==> config.mk <==
export PLATFORM = sky130hd
export DESIGN_NAME = step_ram_arbiter_flat
export DESIGN_NICKNAME = d
export VERILOG_FILES = /design/src/rtl/step_ram_arbiter_pkg.sv /design/src/rtl/step_ram_arbiter_if.sv /design/src/rtl/step_ram_arbiter_rr_pick3.sv /design/src/rtl/step_ram_arbiter.sv /design/src/flat_wrapper.sv
export SDC_FILE = /design/constraint.sdc
export NUM_CORES = 1
export LEC_CHECK = 0
export ABC_AREA = 1
export BUFFER_PORTS_ARGS = -buffer_cell sky130_fd_sc_hd__buf_4
export CORE_MARGIN = 10
export CORE_UTILIZATION = 28
export DETAILED_ROUTE_END_ITERATION = 16
export PLACE_DENSITY = 0.55
export SLEW_MARGIN = 40
export SYNTH_ARGS = -nofsm -noshare
export SYNTH_HDL_FRONTEND = slang
export SYNTH_HIERARCHICAL = 1
export SYNTH_SLANG_ARGS = --single-unit
export TNS_END_PERCENT = 30
==> constraint.sdc <==
create_clock -name CLK -period 4.2 [get_ports CLK]
set_input_delay 0 -clock CLK [delete_from_list [all_inputs] [get_ports CLK]]
set_output_delay 0 -clock CLK [all_outputs]
set_load 0.05 [all_outputs]
==> src/rtl/step_ram_arbiter_pkg.sv <==
// Shared definitions for the Step RAM arbiter: requester ids, FSM encoding,
// default RAM geometry and small id/one-hot conversion helpers.
package step_pkg;

   localparam int NUM_REQ                = 3;
   localparam int STEP_RAM_ADDRESS_WIDTH = 13;
   localparam int STEP_DATA_WIDTH        = 64;

   localparam logic [1:0] REQ_IO     = 2'd0;
   localparam logic [1:0] REQ_STEP   = 2'd1;
   localparam logic [1:0] REQ_INTERP = 2'd2;
   localparam logic [1:0] TAG_NONE   = 2'd3;

   typedef enum logic [0:0] {
      ST_IDLE = 1'b0,
      ST_OWN  = 1'b1
   } arb_state_e;

   function automatic logic [1:0] onehot_to_id(input logic [2:0] onehot);
      logic [1:0] id;
      case (onehot)
         3'b001:  id = REQ_IO;
         3'b010:  id = REQ_STEP;
         3'b100:  id = REQ_INTERP;
         default: id = REQ_IO;
      endcase
      return id;
   endfunction

   function automatic logic [2:0] tag_to_onehot(input logic [1:0] tag);
      logic [2:0] onehot;
      case (tag)
         REQ_IO:     onehot = 3'b001;
         REQ_STEP:   onehot = 3'b010;
         REQ_INTERP: onehot = 3'b100;
         default:    onehot = 3'b000;
      endcase
      return onehot;
   endfunction

   function automatic logic [1:0] next_id(input logic [1:0] id);
      logic [1:0] nxt;
      case (id)
         REQ_IO:   nxt = REQ_STEP;
         REQ_STEP: nxt = REQ_INTERP;
         default:  nxt = REQ_IO;
      endcase
      return nxt;
   endfunction

endpackage

==> src/rtl/step_ram_arbiter_if.sv <==
// Requester and RAM side bundle of the Step RAM arbiter; per-requester fields
// are concatenated, requester k at [k*W +: W].
interface step_ram_arbiter_if #(
   parameter int RAM_ADDRESS_WIDTH = 13,
   parameter int DATA_WIDTH        = 64
);
   logic [2:0]                     Req;
   logic [2:0]                     Grant;
   logic [2:0]                     Req_WR_Enable;
   logic [3*RAM_ADDRESS_WIDTH-1:0] Req_WR_Address;
   logic [3*DATA_WIDTH-1:0]        Req_WR_Data;
   logic [3*RAM_ADDRESS_WIDTH-1:0] Req_RD1_Address;
   logic [3*RAM_ADDRESS_WIDTH-1:0] Req_RD2_Address;
   logic [2:0]                     RD_Valid;
   logic                           RAM_WR_Enable;
   logic [RAM_ADDRESS_WIDTH-1:0]   RAM_WR_Address;
   logic [DATA_WIDTH-1:0]          RAM_WR_Data;
   logic [RAM_ADDRESS_WIDTH-1:0]   RAM_RD1_Address;
   logic [RAM_ADDRESS_WIDTH-1:0]   RAM_RD2_Address;
   logic                           Hold_Timeout;
   logic                           Illegal_Access;

   modport master (
      output Req, Req_WR_Enable, Req_WR_Address, Req_WR_Data,
             Req_RD1_Address, Req_RD2_Address,
      input  Grant, RD_Valid, RAM_WR_Enable, RAM_WR_Address, RAM_WR_Data,
             RAM_RD1_Address, RAM_RD2_Address, Hold_Timeout, Illegal_Access
   );

   modport slave (
      input  Req, Req_WR_Enable, Req_WR_Address, Req_WR_Data,
             Req_RD1_Address, Req_RD2_Address,
      output Grant, RD_Valid, RAM_WR_Enable, RAM_WR_Address, RAM_WR_Data,
             RAM_RD1_Address, RAM_RD2_Address, Hold_Timeout, Illegal_Access
   );
endinterface

==> src/rtl/step_ram_arbiter_rr_pick3.sv <==
// Combinational round-robin picker: one-hot grant for the first requester
// at or after ptr, wrapping modulo three.
module rr_pick3 (
   input  logic [2:0] req,
   input  logic [1:0] ptr,
   output logic [2:0] grant
);
   logic [2:0] idx_s;
   logic       found_s;

   // scan ptr, ptr+1, ptr+2 (mod 3) and take the first active request
   always_comb begin
      grant   = 3'b000;
      found_s = 1'b0;
      idx_s   = 3'd0;
      for (int i = 0; i < 3; i++) begin
         idx_s = {1'b0, ptr} + 3'(i);
         if (idx_s >= 3'd3) begin
            idx_s = idx_s - 3'd3;
         end else begin
            idx_s = idx_s;
         end
         if (!found_s && req[idx_s[1:0]]) begin
            grant[idx_s[1:0]] = 1'b1;
            found_s           = 1'b1;
         end else begin
            found_s = found_s;
         end
      end
   end
endmodule

==> src/rtl/step_ram_arbiter.sv <==
// Step RAM arbiter: round-robin, lock-until-release ownership of the RAM ports
// with a one-cycle turnaround, owner-tagged read returns and sticky fault flags.
module step_ram_arbiter
   import step_pkg::*;
#(
   parameter int RAM_ADDRESS_WIDTH = STEP_RAM_ADDRESS_WIDTH,
   parameter int DATA_WIDTH        = STEP_DATA_WIDTH,
   parameter int RD_LATENCY        = 1,
   parameter int MAX_HOLD          = 1024
) (
   input  logic               CLK,
   input  logic               RST,
   step_ram_arbiter_if.slave  bus
);
   localparam int AW     = RAM_ADDRESS_WIDTH;
   localparam int DW     = DATA_WIDTH;
   localparam int HOLD_W = $clog2(MAX_HOLD + 1);

   arb_state_e          state_r;
   logic [2:0]          grant_r;
   logic [1:0]          owner_r;
   logic [1:0]          ptr_r;
   logic [HOLD_W-1:0]   hold_cnt_r;
   logic [1:0]          tag_pipe_r [RD_LATENCY];
   logic [2:0]          rd_valid_r;
   logic                ram_wr_en_r;
   logic [AW-1:0]       ram_wr_addr_r;
   logic [DW-1:0]       ram_wr_data_r;
   logic [AW-1:0]       ram_rd1_addr_r;
   logic [AW-1:0]       ram_rd2_addr_r;
   logic                hold_timeout_r;
   logic                illegal_r;

   logic [2:0]          pick_s;
   logic [HOLD_W-1:0]   hold_next_s;
   logic                others_wait_s;

   rr_pick3 u_pick (
      .req   (bus.Req),
      .ptr   (ptr_r),
      .grant (pick_s)
   );

   assign hold_next_s   = (hold_cnt_r == HOLD_W'(MAX_HOLD)) ? hold_cnt_r : hold_cnt_r + HOLD_W'(1);
   assign others_wait_s = |(bus.Req & ~grant_r);

   // ownership FSM, RAM port registers, hold counter and timeout flag
   always_ff @(posedge CLK or negedge RST) begin
      if (!RST) begin
         state_r        <= ST_IDLE;
         grant_r        <= 3'b000;
         owner_r        <= REQ_IO;
         ptr_r          <= 2'd0;
         hold_cnt_r     <= '0;
         ram_wr_en_r    <= 1'b0;
         ram_wr_addr_r  <= '0;
         ram_wr_data_r  <= '0;
         ram_rd1_addr_r <= '0;
         ram_rd2_addr_r <= '0;
         hold_timeout_r <= 1'b0;
      end else begin
         case (state_r)
            ST_IDLE: begin
               ram_wr_en_r    <= 1'b0;
               ram_wr_addr_r  <= '0;
               ram_wr_data_r  <= '0;
               ram_rd1_addr_r <= '0;
               ram_rd2_addr_r <= '0;
               hold_cnt_r     <= '0;
               if (|bus.Req) begin
                  state_r <= ST_OWN;
                  grant_r <= pick_s;
                  owner_r <= onehot_to_id(pick_s);
               end else begin
                  state_r <= ST_IDLE;
                  grant_r <= 3'b000;
               end
            end
            ST_OWN: begin
               ram_wr_en_r    <= bus.Req_WR_Enable[owner_r] & grant_r[owner_r];
               ram_wr_addr_r  <= bus.Req_WR_Address[owner_r*AW +: AW];
               ram_wr_data_r  <= bus.Req_WR_Data[owner_r*DW +: DW];
               ram_rd1_addr_r <= bus.Req_RD1_Address[owner_r*AW +: AW];
               ram_rd2_addr_r <= bus.Req_RD2_Address[owner_r*AW +: AW];
               hold_cnt_r     <= hold_next_s;
               // no preemption: a long hold is only reported
               if ((hold_next_s == HOLD_W'(MAX_HOLD)) && others_wait_s) begin
                  hold_timeout_r <= 1'b1;
               end else begin
                  hold_timeout_r <= hold_timeout_r;
               end
               if (!bus.Req[owner_r]) begin
                  state_r <= ST_IDLE;
                  grant_r <= 3'b000;
                  ptr_r   <= next_id(owner_r);
               end else begin
                  state_r <= ST_OWN;
                  grant_r <= grant_r;
               end
            end
            default: begin
               state_r <= ST_IDLE;
               grant_r <= 3'b000;
            end
         endcase
      end
   end

   // read-return tag pipe aligned with RAM read latency, plus illegal-write flag
   always_ff @(posedge CLK or negedge RST) begin
      if (!RST) begin
         for (int i = 0; i < RD_LATENCY; i++) begin
            tag_pipe_r[i] <= TAG_NONE;
         end
         rd_valid_r <= 3'b000;
         illegal_r  <= 1'b0;
      end else begin
         tag_pipe_r[0] <= (state_r == ST_OWN) ? owner_r : TAG_NONE;
         for (int i = 1; i < RD_LATENCY; i++) begin
            tag_pipe_r[i] <= tag_pipe_r[i-1];
         end
         rd_valid_r <= tag_to_onehot(tag_pipe_r[RD_LATENCY-1]);
         if (|(bus.Req_WR_Enable & ~grant_r)) begin
            illegal_r <= 1'b1;
         end else begin
            illegal_r <= illegal_r;
         end
      end
   end

   assign bus.Grant           = grant_r;
   assign bus.RD_Valid        = rd_valid_r;
   assign bus.RAM_WR_Enable   = ram_wr_en_r;
   assign bus.RAM_WR_Address  = ram_wr_addr_r;
   assign bus.RAM_WR_Data     = ram_wr_data_r;
   assign bus.RAM_RD1_Address = ram_rd1_addr_r;
   assign bus.RAM_RD2_Address = ram_rd2_addr_r;
   assign bus.Hold_Timeout    = hold_timeout_r;
   assign bus.Illegal_Access  = illegal_r;
endmodule

==> src/flat_wrapper.sv <==
// flat-port wrapper written by rule: the top's interface ports become plain ports
module step_ram_arbiter_flat import step_pkg::*;
#(
   parameter int RAM_ADDRESS_WIDTH = STEP_RAM_ADDRESS_WIDTH,
   parameter int DATA_WIDTH        = STEP_DATA_WIDTH,
   parameter int RD_LATENCY        = 1,
   parameter int MAX_HOLD          = 1024
)
  (CLK, RST, bus_Req, bus_Req_WR_Enable, bus_Req_WR_Address, bus_Req_WR_Data, bus_Req_RD1_Address, bus_Req_RD2_Address, bus_Grant, bus_RD_Valid, bus_RAM_WR_Enable, bus_RAM_WR_Address, bus_RAM_WR_Data, bus_RAM_RD1_Address, bus_RAM_RD2_Address, bus_Hold_Timeout, bus_Illegal_Access);
  step_ram_arbiter_if #(.RAM_ADDRESS_WIDTH(RAM_ADDRESS_WIDTH), .DATA_WIDTH(DATA_WIDTH)) bus_i ();
  input  logic CLK;
  input  logic RST;
  input wire logic [$bits(bus_i.Req)-1:0] bus_Req;
  input wire logic [$bits(bus_i.Req_WR_Enable)-1:0] bus_Req_WR_Enable;
  input wire logic [$bits(bus_i.Req_WR_Address)-1:0] bus_Req_WR_Address;
  input wire logic [$bits(bus_i.Req_WR_Data)-1:0] bus_Req_WR_Data;
  input wire logic [$bits(bus_i.Req_RD1_Address)-1:0] bus_Req_RD1_Address;
  input wire logic [$bits(bus_i.Req_RD2_Address)-1:0] bus_Req_RD2_Address;
  output wire logic [$bits(bus_i.Grant)-1:0] bus_Grant;
  output wire logic [$bits(bus_i.RD_Valid)-1:0] bus_RD_Valid;
  output wire logic [$bits(bus_i.RAM_WR_Enable)-1:0] bus_RAM_WR_Enable;
  output wire logic [$bits(bus_i.RAM_WR_Address)-1:0] bus_RAM_WR_Address;
  output wire logic [$bits(bus_i.RAM_WR_Data)-1:0] bus_RAM_WR_Data;
  output wire logic [$bits(bus_i.RAM_RD1_Address)-1:0] bus_RAM_RD1_Address;
  output wire logic [$bits(bus_i.RAM_RD2_Address)-1:0] bus_RAM_RD2_Address;
  output wire logic [$bits(bus_i.Hold_Timeout)-1:0] bus_Hold_Timeout;
  output wire logic [$bits(bus_i.Illegal_Access)-1:0] bus_Illegal_Access;
  assign bus_i.Req = bus_Req;
  assign bus_i.Req_WR_Enable = bus_Req_WR_Enable;
  assign bus_i.Req_WR_Address = bus_Req_WR_Address;
  assign bus_i.Req_WR_Data = bus_Req_WR_Data;
  assign bus_i.Req_RD1_Address = bus_Req_RD1_Address;
  assign bus_i.Req_RD2_Address = bus_Req_RD2_Address;
  assign bus_Grant = bus_i.Grant;
  assign bus_RD_Valid = bus_i.RD_Valid;
  assign bus_RAM_WR_Enable = bus_i.RAM_WR_Enable;
  assign bus_RAM_WR_Address = bus_i.RAM_WR_Address;
  assign bus_RAM_WR_Data = bus_i.RAM_WR_Data;
  assign bus_RAM_RD1_Address = bus_i.RAM_RD1_Address;
  assign bus_RAM_RD2_Address = bus_i.RAM_RD2_Address;
  assign bus_Hold_Timeout = bus_i.Hold_Timeout;
  assign bus_Illegal_Access = bus_i.Illegal_Access;
  step_ram_arbiter #(.RAM_ADDRESS_WIDTH(RAM_ADDRESS_WIDTH), .DATA_WIDTH(DATA_WIDTH), .RD_LATENCY(RD_LATENCY), .MAX_HOLD(MAX_HOLD)) u_core (.CLK(CLK), .RST(RST), .bus(bus_i));
endmodule
* Yosys cells after proc, flatten, opt, wreduce, memory -nomap -nowiden
Cells that the tools add are included.
** Storage, ports and cells
- Output and inout port bits :: 112
- Input port bits :: 317
- Flip-flop bits (word level) :: 130
- Word-level logic and storage cells :: 110
** Operators by class
- Add/sub/neg operators :: 6
- Multiply operators :: 1
- Equal/unequal tests :: 8
- Muxes and demuxes :: 43
- Order comparisons :: 10
- Shift operators :: 4
- Reductions and logical operators :: 16
- Bitwise operators :: 8
** Operators with widths (number)
- $shiftx A192 B9 Y64 :: 1
- $pmux W64 S2 :: 1
- $shiftx A39 B7 Y13 :: 3
- $pmux W13 S2 :: 3
- $eq A11 B11 Y1 const B :: 2
- $pmux W11 S2 :: 1
- $mux W3 :: 5
- $mux W1 :: 13
- $bmux W1 S2 :: 6
- $lt A2 B3 Y1 const B :: 4
- $add A11 B1 Y11 const B :: 1
- $mux W11 :: 1
- $pmux W3 S3 :: 1
- $reduce_or A3 Y1 :: 3
- $mux W2 :: 4
- $pmux W2 S2 :: 2
- $and A3 B3 Y3 :: 2
- $demux W1 S2 :: 3
- $ge A2 B1 Y1 const B :: 3
- $ge A3 B2 Y1 const B :: 2
- $logic_and A1 B1 Y1 :: 6
- $mul A2 B4 Y6 const B :: 1
- $or A3 B3 Y3 :: 2
- $pmux W3 S2 :: 1
- 16 further kinds :: 25

* Longest topological paths before layout
Gate-level depths: netlist of the first run.
- Word-level depth :: 13
- Mapped depth :: 11
- Gate-level depth less buffers :: 11

* By module
Netlist of the first run, hierarchy kept.
** By module, submodules not included
- step_ram_arbiter :: seq. area each 3255.6 um2, times used 1, cells each 941, area each 6637.6 um2
- rr_pick3 :: seq. area each 0.0 um2, times used 1, cells each 41, area each 232.7 um2

* Worst setup path before layout of the first run
No wires, ideal clock.
- Kind :: reg2reg
- Start point :: register u_core.ptr_r[0]
- End point :: register u_core.owner_r[1]
- Required time :: 4.099 ns
- Buffers on the path :: 0
- Setup slack :: 2.552 ns
- Stages on the path, launching flop included :: 12
- Arrival :: 1.547 ns
- Path through :: dfrtp_1 inv_1 ha_1 inv_1 nand2_1 nand3_1 nand2_1 inv_1 nand3_1 nand3b_1 nand2_1 o32ai_1
** On the way
- Word-level cells in the longest chain between the ends :: 13
** Ends and longest elaborated chain
- start: declaration :: line step_ram_arbiter.sv:22 : logic [1:0] ptr_r;
- start signal: assignment :: line step_ram_arbiter.sv:95 : ptr_r <= next_id(owner_r);
- $add A2 B1 Y3, or another cell as far along :: line step_ram_arbiter_rr_pick3.sv:17 : idx_s = {1'b0, ptr} + 3'(i);
- $ge A3 B2 Y1, or another cell as far along :: line step_ram_arbiter_rr_pick3.sv:18 : if (idx_s >= 3'd3) begin
- $mux W2, or another cell as far along :: line step_ram_arbiter_rr_pick3.sv:18
- $lt A2 B3 Y1 (implied by the code), or another cell as far along :: line step_ram_arbiter_rr_pick3.sv:24 : grant[idx_s[1:0]] = 1'b1;
- $logic_and A1 B1 Y1 (implied by the code), or another cell as far along :: line step_ram_arbiter_rr_pick3.sv:24
- $mux W1 (implied by the code), or another cell as far along :: line step_ram_arbiter_rr_pick3.sv:24
- $demux W1 S2, or another cell as far along :: line step_ram_arbiter_rr_pick3.sv:24
- $or A3 B3 Y3 (no source line) / $mux W1 (equally long branches)
- $mux W3 / $logic_not A1 Y1 (equally long branches) :: line step_ram_arbiter_rr_pick3.sv:23 : if (!found_s && req[idx_s[1:0]]) begin
- $or A3 B3 Y3 (no source line) / $logic_and A1 B1 Y1 (equally long branches)
- $mux W3 * :: line step_ram_arbiter_rr_pick3.sv:23
- net u_core.pick_s[2] :: line step_ram_arbiter.sv:34 : logic [2:0] pick_s;
- $eq A3 B3 Y1 / $eq A3 B2 Y1 (equally long branches) :: line step_ram_arbiter_pkg.sv:21 : case (onehot)
- $pmux W2 S2 * :: line step_ram_arbiter_pkg.sv:21
- end signal: assignment :: line step_ram_arbiter.sv:73 : owner_r <= onehot_to_id(pick_s);
- end: declaration :: line step_ram_arbiter.sv:21 : logic [1:0] owner_r;
The timed path passes the listed nets; every way through them passes the cells marked *. The select of a mux whose other input is x is not followed.
A chain may end at the register's enable or synchronous reset.

* Worst setup path after layout of the first run
- Start point :: register u_core.owner_r[1]
- End point :: register u_core.ram_wr_data_r[6], in the netlist u_core/bus.RAM_WR_Data[6]
** On the way
- Word-level cells in the longest chain between the ends :: 2
** Ends and longest elaborated chain
- $shiftx A192 B9 Y64 :: line step_ram_arbiter.sv:82 : ram_wr_data_r <= bus.Req_WR_Data[owner_r*DW +: DW];
- $pmux W64 S2 :: line step_ram_arbiter.sv:62 : case (state_r)
- end signal: assignment :: line step_ram_arbiter.sv:82
- end: declaration :: line step_ram_arbiter.sv:28 : logic [DW-1:0] ram_wr_data_r;
No other way between the ends.

==> summary.txt, run 1 <==
Outcome
  • Status: complete, no violations

Run
  • Maxcap violations: 0

Power and ir drop
  • Worst VDD drop: 0.000317 V
  • Power Density: 625 nW/um^2
  • Final total power: 8.19 mW
  • Static leakage: 7.37 nW
  • Int Power: 4.40 mW
  • Net Sw Power: 3.80 mW
  • Comb pwr share: 57.3%
  • Switch share: 46.3%
  • Clock share of power: 19.0%
  • Reg power frac: 23.7%

Setup path
  • Critical path class: register to register
  • CP endpoint kind: register
  • CP arrival: 2.89 ns
  • Worst-path fanout max: 75
  • Req. time, crit path: 4.51 ns
  • Crit path launch type: register

Clock tree
  • Clk buf depth: 2
  • Clk root buf: clkbuf_16
  • CTS tree: built
  • Clk_lat worst skew: 0.41 ns
  • CTS buffer count: 17
  • Clock-pin slew on the worst setup and hold paths: 0.06 ns
  • CTS sink count: 130
  • H-tree Lvls: 4

Drt
  • DR vias: 8,598
  • Number of remaining DRC errors: 0
  • Drt first pass iters: 5
  • DRT iter0 DRCs: 399
  • Post-DRT Antenna Nets: 0
  • DR WL/cell: 16.3 um
  • Via density: 4.43
  • Total Wirelength: 31,600 um

Synth
  • Mux contribution to synthesized area: 0%
  • Main flop type after synthesis: dfrtp_1
  • Synth area leader: dfrtp_1
  • Asr flop ratio synth: 100%
  • Number of library cell types mapped by synthesis: 29
  • Syn avg cell area: 7.00 um^2
  • Post-synthesis sequential area ratio: 47.4%
  • Simple-gate share of the synthesized area: 37.9%
  • Post-synth EDFFs: 0
  • Yosys reg bits: 130
  • Post-Synthesis Cell Area: 6870 um^2
  • Post-Synth XOR/XNOR Area: 0.127%
  • Cells after Synth: 982
  • Synth top area cells: dfrtp_1, nand2_1, nand3_1
  • Post-synth top area share: 46.6%
  • Ys Warns: 6
  • Post-synthesis compound-gate area fraction: 2.09%
  • Largest family of logic cells by synthesized area: simple AND/OR/NAND/NOR gates
  • Area share of fa/ha/maj cells after synthesis: 1.09%
  • Syn_nets: 1,305

Floorplanning
  • Core area: 24,200 um^2
  • Die width: 177 um
  • Die area: 31,200 um^2
  • IO Pins: 429
  • Initial core utilization: 28.3%
  • Cell Rows: 57
  • Die Span Y: 177 um

Cells and area
  • Post-route cell area: 13,100 um^2
  • FILL cells: 2,339
  • Layout cell share with drive strength beyond 1: 29.9%
  • ANT cells: 0
  • Multi-input gate area: 2830 um^2
  • Area delta synth->final: 90.8%
  • Fin nets: 1,925
  • Most frequent cells in the layout: nand2_1, buf_4, dlygate4sd3_1, inv_1, dfrtp_1
  • FF+latch area: 3260 um^2
  • Commonest non-fill, non-tap cell in the layout: nand2_1

Hold path
  • Hold WC Path Type: input pin to async pin

STA
  • Crit path time final: 2.58 ns
  • Slew HR: 58.8%
  • F_max: 388 MHz
  • # setup viols final: 0
  • Worst Skew: 0.0100 ns
  • Final cycle utilization of the critical path: 61.4%
  • Hold Vio Cnt, Final: 0
  • Final count of pins violating max slew: 0
  • Hold WS: 0.0486 ns
  • RSZ-0062 raised after global routing: false
  • Setup TNS: 0 ns
  • Worst-Margin Slew: 0.619 ns

GRT
  • Initial antenna violation count: 0
  • Wire length of the first global-routing pass: 48,800 um
  • Vias in the first global route: 8,999
  • GRT overflow: 0
  • Pin count of the biggest net entering global routing: 98
  • Global Route Usage Sum: 19.6%

Placed design
  • Dpl cell area: 10,300 um^2
  • IO buf count: 428
  • GP Congestion: 0.834
  • Detail Placement HPWL: 22,700 um
==> Yosys cell counts, drive strengths merged, types with 2 or more instances <==
| cell type | count |
|---|---|
| a21oi | 9 |
| a221oi | 2 |
| buf | 40 |
| clkbuf | 7 |
| dfrtp | 128 |
| dfstp | 2 |
| ha | 6 |
| inv | 137 |
| nand2 | 472 |
| nand3 | 124 |
| nand3b | 2 |
| nand4 | 5 |
| nor2 | 32 |
| nor3 | 3 |
| o21ai | 6 |
| o32ai | 2 |
==> flip-flops by register name, summed over array words and instances (netlist names), 2 cells and up <==
name and cells:
u_core/bus.RAM_WR_Address 13, u_core/bus.RAM_RD2_Address 13, u_core/bus.Grant 3, u_core/bus.RAM_RD1_Address 13, u_core/hold_cnt_r 11, u_core/ptr_r 2, u_core/bus.RD_Valid 3, u_core/tag_pipe_r 2
u_core/owner_r 2, u_core/bus.RAM_WR_Data 64
==> per-layer routing <==
layer	part of all wire [%]	GRT usage, %	up-vias
met1	38	21.2	4020
met2	50	34.5	333
met3	8.8	6.98	45
li1	-	-	4200
met5	0	0	-
met4	2.9	7.43	0
==> area by class of cell <==
cell class,instances,share of cell area (%)
Timing Repair Buffer,648,41.7
Sequential cell,130,24.9
Multi-Input combinational cell,668,21.6
Inverter,137,3.96
Clock buffer,21,3.59
Tap cell,324,3.09
Clock inverter,11,1.16
==> power by group through the flow <==
stage / Clock, mW / Sequential, mW / Combinational, mW
after global placement: 0 / 1.96 / 4.10
after global routing: 1.66 / 1.99 / 5.05
after CTS: 1.60 / 1.95 / 4.69
after detailed placement: 0 / 1.97 / 4.14
after floorplan: 0 / 3.30 / 1.34
final: 1.56 / 1.94 / 4.69
==> cells by family after synthesis <==
logic type | Yosys count
and+or+nand+nor | 639
buffers and inverters | 184
DFF | 130
AOI/OAI and AO/OA | 22
adders and majority gates | 6
xor gates and xnor gates | 1
==> path summary, 6_finish.rpt <==
path / start / to / slack (ns) / cells after the start
max in group asynchronous: RST / u_core/bus.RAM_WR_Data[57]$_DFF_PN0_ / 3.02 / 4
max: u_core/owner_r[1]$_DFFE_PN0P_ / u_core/bus.RAM_WR_Data[6]$_DFF_PN0_ / 1.62 / 8
max reg2reg: u_core/owner_r[1]$_DFFE_PN0P_ / u_core/bus.RAM_WR_Data[6]$_DFF_PN0_ / 1.62 / 8
min in group CLK: bus_Req[2] / u_core/ptr_r[0]$_DFFE_PN0P_ / 0.06 / 5
min: RST / u_core/bus.RAM_WR_Data[37]$_DFF_PN0_ / 0.05 / 2
min reg2reg: u_core/bus.Hold_Timeout$_DFFE_PN0P_ / u_core/bus.Hold_Timeout$_DFFE_PN0P_ / 0.47 / 2
==> critical path, cell delays in order (launching register included) <==
cell and delay [ns]:
dfrtp_1 0.46, nand2_1 0.17, clkinv_4 0.47, buf_4 0.47
nand2_1 0.12, nand3_1 0.10, dlygate4sd3_1 0.58, nand2_1 0.06
inv_1 0.04
==> through the flow <==
stage | worst slack, ns | instances | util [%]
after floorplan | 2.55 | 982 | -
after global placement | 1.72 | 1693 | 42.5
after detailed placement | 2.23 | 1695 | 42.6
after CTS | 1.69 | 1937 | 53.9
after global routing | 1.47 | 1939 | 54.1
final | 1.62 | 1939 | 54.1
==> what timing repair did <==
item | in CTS | in global routing
hold endpoints to repair | 199 | 0
resized for setup | 0 | 0
hold buffers | 210 | 0
buffers inserted | 0 | 0
No activity file was read; power rests on OpenSTA's default activity.
==> inputs of run 2 (changes only) <==
--- a/config.mk
+++ b/config.mk
@@ -5,12 +5,12 @@
 export SDC_FILE = /design/constraint.sdc
 export NUM_CORES = 1
 export LEC_CHECK = 0
-export ABC_AREA = 1
+export ABC_AREA = 0
 export BUFFER_PORTS_ARGS = -buffer_cell sky130_fd_sc_hd__buf_4
 export CORE_MARGIN = 10
 export CORE_UTILIZATION = 28
 export DETAILED_ROUTE_END_ITERATION = 16
-export PLACE_DENSITY = 0.55
+export PLACE_DENSITY = 0.57
 export SLEW_MARGIN = 40
 export SYNTH_ARGS = -nofsm -noshare
 export SYNTH_HDL_FRONTEND = slang
==> constraint.sdc (replaced) <==
create_clock -name CLK -period 2.22 [get_ports CLK]
set_input_delay 0 -clock CLK [delete_from_list [all_inputs] [get_ports CLK]]
set_output_delay 0 -clock CLK [all_outputs]
set_load 0.05 [all_outputs]
==> run 2 against run 1 <==
- worst hold slack worse by 0.041 ns
- first-iteration DRC count down 13%
- sequential cell count unchanged
- synthesized area up 1.4%
- worst setup slack worse by 1.5 ns
- critical path depth down 2
- clock power up 81%
- clock skew down 0.0014 ns
- critical endpoint is now u_core/bus.RAM_WR_Address[3]$_DFF_PN0_
- highest routed layer unchanged
==> summary.txt, run 2 <==
Placed design
  • Detail Placement HPWL: 21,500 um
  • Dpl cell area: 10,500 um^2
  • GP Congestion: 0.844
  • IO buf count: 428

GRT
  • Pin count of the biggest net entering global routing: 73
  • Global Route Usage Sum: 17.4%
  • Initial antenna violation count: 1
  • Met3 Use GR: 5.57%
  • Vias in the first global route: 7,765
  • Wire length of the first global-routing pass: 43,500 um
  • GRT overflow: 0
  • Met1 Use GR: 19.1%
  • Met2 Track Usage GR: 30.9%
  • Top Usage Layer GRT: met2

STA
  • Worst-Margin Slew: 0.720 ns
  • Worst Skew: 0.00866 ns
  • Final cycle utilization of the critical path: 95.5%
  • Slew HR: 52.0%
  • # setup viols final: 0
  • Hold Vio Cnt, Final: 0
  • RSZ-0062 raised after global routing: false
  • Crit path time final: 2.12 ns
  • Final count of pins violating max slew: 0
  • Setup TNS: 0 ns
  • F_max: 472 MHz

Clock tree
  • CTS sink count: 130
  • Clk_lat worst skew: 0.41 ns
  • Clock-pin slew on the worst setup and hold paths: 0.06 ns
  • CTS tree: built
  • H-tree Lvls: 4
  • CTS buffer count: 17
  • Clk buf depth: 2
  • Clk root buf: clkbuf_16

Drt
  • Via density: 4.43
  • DR WL/cell: 18.0 um
  • DRT iter0 DRCs: 346
  • Number of remaining DRC errors: 0
  • Total Wirelength: 29,300 um
  • DR vias: 7,214
  • Drt first pass iters: 5
  • Post-DRT Antenna Nets: 0

Floorplanning
  • Cell Rows: 57
  • Die width: 178 um
  • Initial core utilization: 28.6%
  • Core area: 24,400 um^2
  • Die area: 31,600 um^2
  • IO Pins: 429
  • Die Span Y: 178 um

Synth
  • Asr flop ratio synth: 100%
  • List of most frequent post-synthesis cells: dfrtp_1, and2_1, nand2_1
  • Syn_nets: 1,042
  • Synth top area cells: dfrtp_1, mux2i_1, and2_1
  • Post-synth EDFFs: 0
  • Ys Warns: 6
  • Post-synth top area share: 46.0%
  • Yosys reg bits: 130
  • Post-synthesis sequential area ratio: 46.7%
  • Top-count cell post-synth: dfrtp_1
  • Cells after Synth: 719
  • Post-Synthesis Cell Area: 6970 um^2
  • Synth area leader: dfrtp_1
  • Syn avg cell area: 9.69 um^2
  • Main flop type after synthesis: dfrtp_1
  • Number of library cell types mapped by synthesis: 54

Setup path
  • CP cell instances: buf_16 -> buf_12 -> mux2i_1 -> o21ai_0 -> dlygate4sd3_1 -> and2_1
  • CP arrival: 2.42 ns
  • CP endpoint kind: register
  • Crit-path slowest cell: dlygate4sd3_1
  • Crit path launch type: register
  • Critical path class: register to register
  • Worst-path fanout max: 22
  • Family with the most delay on the worst path: buffers and inverters
  • Critical Path Max Stage Delay: 0.59 ns
  • Req. time, crit path: 2.52 ns
  • WP buf/inv: 3

Cells and area
  • Area delta synth->final: 83.2%
  • Core Util, Final: 52.3%
  • Largest register FFs: 64
  • Layout cell share with drive strength beyond 1: 38.2%
  • Most frequent cells in the layout: buf_4, dlygate4sd3_1, dfrtp_1, and2_1, nand2_1
  • Post-route cell area: 12,800 um^2
  • Commonest non-fill, non-tap cell in the layout: buf_4
  • Fin nets: 1,615
  • FILL cells: 2,247

Power and ir drop
  • Worst VDD drop: 0.000528 V
  • Static leakage: 6.00 nW
  • Power Density: 1180 nW/um^2

Outcome
  • Status: complete, no violations

Run
  • Maxcap violations: 0

Hold path
  • Hold WC Path Type: input pin to register
[run 2: cell types whose count changed in the layout (fill, tap and decap cells not counted), sizes merged, moves of 6 or more]
cell,previous run,this run
nor2b,0,7
o21ai,6,108
dlygate4sd3,210,160
nor2,32,9
mux2i,0,107
and2,0,112
nand2,472,109
nand3,124,8
buf,438,445
a21oi,9,3
nand2b,0,7
inv,137,17
[run 2: cells by family after synthesis]
group,Yosys count,synth area share (%)
buf+inv,65,4.47
compound gates,132,10.5
mux,110,15.9
xor+xnor,8,1.01
flops,130,46.7
simple gates,268,20.3
fa+ha+maj,6,1.08
[run 2: power by group]
part / total [mW] / internal [mW] / leakage, nW / switching (mW)
sequential: 3.63 / 3.26 / 1.67 / 0.371
combinational: 8.60 / 3.30 / 4.05 / 5.30
clock: 2.82 / 1.70 / 0.282 / 1.11
total: 15.0 / 8.26 / 6.00 / 6.78
[run 2: final cells by class]
class | instances | area (um^2) | share of cell area, %
diodes | 1 | 2.50 | 0.0196
clock buffers | 19 | 443 | 3.47
clock inverters | 13 | 151 | 1.19
inverters | 13 | 48.8 | 0.382
multi-input cells | 524 | 3420 | 26.8
flip-flops and latches | 130 | 3260 | 25.5
well taps | 324 | 405 | 3.17
repair buffers | 606 | 5040 | 39.4
[run 2: path summary, 6_finish.rpt]
path	end	slack, ns	depth (start not counted)	from
setup reg to reg	u_core/bus.RAM_WR_Address[3]$_DFF_PN0_	0.1	6	u_core/owner_r[0]$_DFFE_PN0P_
hold reg to reg	u_core/bus.Hold_Timeout$_DFFE_PN0P_	0.48	1	u_core/bus.Hold_Timeout$_DFFE_PN0P_
setup / recovery	u_core/bus.RAM_WR_Address[3]$_DFF_PN0_	0.1	6	u_core/owner_r[0]$_DFFE_PN0P_
hold / removal	u_core/bus.RAM_WR_Data[46]$_DFF_PN0_	0.007	4	bus_Req_WR_Data[46]
max in group asynchronous	u_core/bus.RAM_WR_Data[33]$_DFF_PN0_	1.30	3	RST
min in group asynchronous	u_core/bus.RAM_RD2_Address[2]$_DFF_PN0_	0.15	2	RST
[run 2: worst reg2reg max path, cell delays in order, from the launching register on]
cell           delay, ns
dfrtp_4             0.51
buf_16              0.23
buf_12              0.23
mux2i_1             0.20
o21ai_0             0.09
dlygate4sd3_1       0.59
and2_1              0.16
[run 2: metal layers]
metal	vias up	share of wire (%)
li1	3565	-
met1	3354	39
met2	270	52
met3	25	8.0
met4	0	1.7
met5	-	0
[run 2: timing repair]
action                                 CTS  global route
buffers inserted                         0             3
hold buffers                           160             0
setup endpoints to repair                0            40
resized for setup                        0             6
endpoints found under the hold margin  170             0
[run 2: through the flow]
stage | power, mW | worst slack (ns) | hold WS (ns) | cells
floorplan | 8.91 | 0.257 | -0.296 | 719
global placement | 11.6 | 0.155 | 0.0446 | 1433
detailed placement | 11.7 | 0.106 | 0.0518 | 1433
CTS | 15.1 | 0.0277 | 0.0000292 | 1625
global route | 15.9 | 0.0112 | 0.0144 | 1630
finish | 15.0 | 0.0996 | 0.00717 | 1630
==> inputs of run 3 (changes only) <==
--- a/config.mk
+++ b/config.mk
@@ -9,8 +9,9 @@
 export BUFFER_PORTS_ARGS = -buffer_cell sky130_fd_sc_hd__buf_4
 export CORE_MARGIN = 10
 export CORE_UTILIZATION = 28
+export CTS_BUF_LIST = sky130_fd_sc_hd__clkbuf_16
 export DETAILED_ROUTE_END_ITERATION = 16
-export PLACE_DENSITY = 0.57
+export PLACE_DENSITY = 0.55
 export SLEW_MARGIN = 40
 export SYNTH_ARGS = -nofsm -noshare
 export SYNTH_HDL_FRONTEND = slang
==> constraint.sdc (replaced) <==
create_clock -name CLK -period 2 [get_ports CLK]
set_input_delay 0 -clock CLK [delete_from_list [all_inputs] [get_ports CLK]]
set_output_delay 0 -clock CLK [all_outputs]
set_load 0.05 [all_outputs]
==> run 3 against run 2 <==
- sequential cell count did not move
- largest power group unchanged
- highest routed layer unchanged
- clock-buffer cell count down 2
- clock power increased by 5%
- critical endpoint is now u_core/owner_r[0]$_DFFE_PN0P_
==> summary.txt, run 3 (synthesized netlist as in run 2, its figures left out) <==
Power and ir drop
  • Static leakage: 6.36 nW
  • Worst VDD drop: 0.000577 V
  • Power Density: 1220 nW/um^2

Setup path
  • CP arrival: 2.26 ns
  • Reg2reg start: u_core/ptr_r[1]$_DFFE_PN0P_
  • Reg2Reg Depth: 7
  • Worst-path fanout max: 6
  • Crit path launch type: register
  • Critical path class: register to register
  • CP startpoint: u_core/ptr_r[1]$_DFFE_PN0P_
  • CP endpoint kind: register
  • Req. time, crit path: 2.29 ns
  • FF-to-FF setup slack: 0.03 ns
  • Reg2reg end: u_core/owner_r[0]$_DFFE_PN0P_

Floorplanning
  • Die Span Y: 178 um
  • Die area: 31,600 um^2
  • Cell Rows: 57
  • Die width: 178 um
  • Core area: 24,400 um^2
  • IO Pins: 429
  • Initial core utilization: 28.6%

Outcome
  • Status: complete, no violations

Clock tree
  • CTS tree: built
  • Clock-pin slew on the worst setup and hold paths: 0.06 ns
  • Clk buf depth: 2
  • H-tree Lvls: 4
  • CTS buffer count: 17
  • Clk root buf: clkbuf_16
  • Clk_lat worst skew: 0.42 ns
  • CTS sink count: 130

Run
  • Maxcap violations: 0

STA
  • Final count of pins violating max slew: 0
  • RSZ-0062 raised after global routing: true
  • Worst-Margin Slew: 0.557 ns
  • Slew HR: 62.8%
  • Worst Slack Setup Final: 0.0347 ns
  • Worst Skew: 0.0156 ns
  • Crit path time final: 1.97 ns
  • # setup viols final: 0
  • F_max: 509 MHz
  • Hold Vio Cnt, Final: 0
  • Final cycle utilization of the critical path: 98.3%

Hold path
  • Min-delay src: bus_Req_RD2_Address[13]
  • Hold path depth: 4
  • Hold WC Path Type: input pin to register
  • Hold Crit Endpoint: u_core/bus.RAM_RD2_Address[0]$_DFF_PN0_

Drt
  • DRT iter0 DRCs: 425
  • DR vias: 7,734
  • Drt first pass iters: 7
  • Number of remaining DRC errors: 0
  • Total Wirelength: 32,200 um
  • Post-DRT Antenna Nets: 0
  • DR WL/cell: 18.8 um
  • Via density: 4.51

Cells and area
  • Post-route insts no fill: 1,716
  • Layout cell share with drive strength beyond 1: 36.8%
  • Commonest non-fill, non-tap cell in the layout: buf_4
  • Fin nets: 1,698
  • Largest register FFs: 64
  • Area delta synth->final: 95.2%
  • Most frequent cells in the layout: buf_4, dlygate4sd3_1, dfrtp_1, and2_1, nand2_1

GRT
  • Pin count of the biggest net entering global routing: 76
  • Initial antenna violation count: 4
  • GRT overflow: 0
  • Wire length of the first global-routing pass: 48,600 um
  • Vias in the first global route: 8,614
  • Global Route Usage Sum: 19.6%

Placed design
  • Worst slack at placement: -0.0276 ns
  • Detail Placement HPWL: 22,000 um
  • Cells after DPL: 1,447
  • IO buf count: 428
  • GP Congestion: 0.853
==> run 3: cell types whose count changed in the layout (fill, tap and decap cells not counted), sizes merged <==
cell / before / now
dlygate4sd3: 160 / 230
bufinv: 2 / 1
inv: 17 / 16
clkinv: 4 / 7
buf: 445 / 456
diode: 1 / 4
clkbuf: 20 / 17
dlymetal6s4s: 0 / 3
clkinvlp: 3 / 4
==> run 3: final cells by class <==
cell class	instances	area, um^2
Fill cell	2135	10800
Timing Repair Buffer	689	5870
Inverter	13	48.8
Tap cell	324	405
Antenna cell	4	10.0
Clock buffer	17	425
Multi-Input combinational cell	524	3450
Sequential cell	130	3270
Clock inverter	15	134
==> run 3: worst max-delay path by stage <==
| stage | end | slack (ns) | depth (start not counted) |
|---|---|---|---|
| after floorplan | u_core/owner_r[0]$_DFFE_PN0P_ | 0.04 | 8 |
| after global placement | u_core/owner_r[0]$_DFFE_PN0P_ | -0.005 | 7 |
| after detailed placement | u_core/owner_r[0]$_DFFE_PN0P_ | -0.03 | 7 |
| after CTS | u_core/owner_r[0]$_DFFE_PN0P_ | 0.02 | 8 |
| after global routing | u_core/owner_r[0]$_DFFE_PN0P_ | -0.04 | 8 |
| final | u_core/owner_r[0]$_DFFE_PN0P_ | 0.03 | 7 |
==> run 3: critical path, cell delays in order (launching register included) <==
cell and delay, ns:
dfrtp_2 0.44, ha_4 0.32, inv_2 0.04, or3_4 0.37
a21oi_2 0.16, a221o_1 0.20, nor3b_1 0.06, mux2_2 0.25
==> run 3: power breakdown <==
| part | leakage (nW) | switching, mW | internal (mW) |
|---|---|---|---|
| sequential | 1.66 | 0.512 | 3.62 |
| clock | 0.261 | 1.25 | 1.72 |
| combinational | 4.43 | 5.90 | 3.60 |
| total | 6.36 | 7.66 | 8.93 |
==> run 3: timing repair <==
| item | CTS | global route |
|---|---|---|
| endpoints found under the hold margin | 235 | 1 |
| setup buffers | 0 | 0 |
| hold buffers | 231 | 2 |
| resized for setup | 4 | 11 |
| setup endpoints to repair | 1 | 9 |
| pin swaps | 0 | 1 |
==> run 3: stage by stage <==
stage	instance area, um^2	TNS [ns]	power [mW]	util [%]	hold slack (ns)
2_1_floorplan	6970	0	9.89	-	-0.296
3_3_place_gp	10600	-0.00463	13.1	43.6	-0.0848
3_5_place_dp	10600	-0.0276	13.2	43.6	-0.0785
4_1_cts	13500	0	16.7	55.5	0.000160
5_1_grt	13600	-0.0380	17.5	55.8	0.0125
6_report	13600	0	16.6	55.8	0.00676
==> run 3: metal layers <==
| layer | vias to the layer above | global-route usage [%] | share of wire, % |
|---|---|---|---|
| li1 | 3740 | - | - |
| met4 | 0 | 7.75 | 2.3 |
| met5 | - | 0 | 0 |
| met1 | 3627 | 21.1 | 37 |
| met2 | 318 | 34.6 | 52 |
| met3 | 49 | 6.46 | 8.0 |
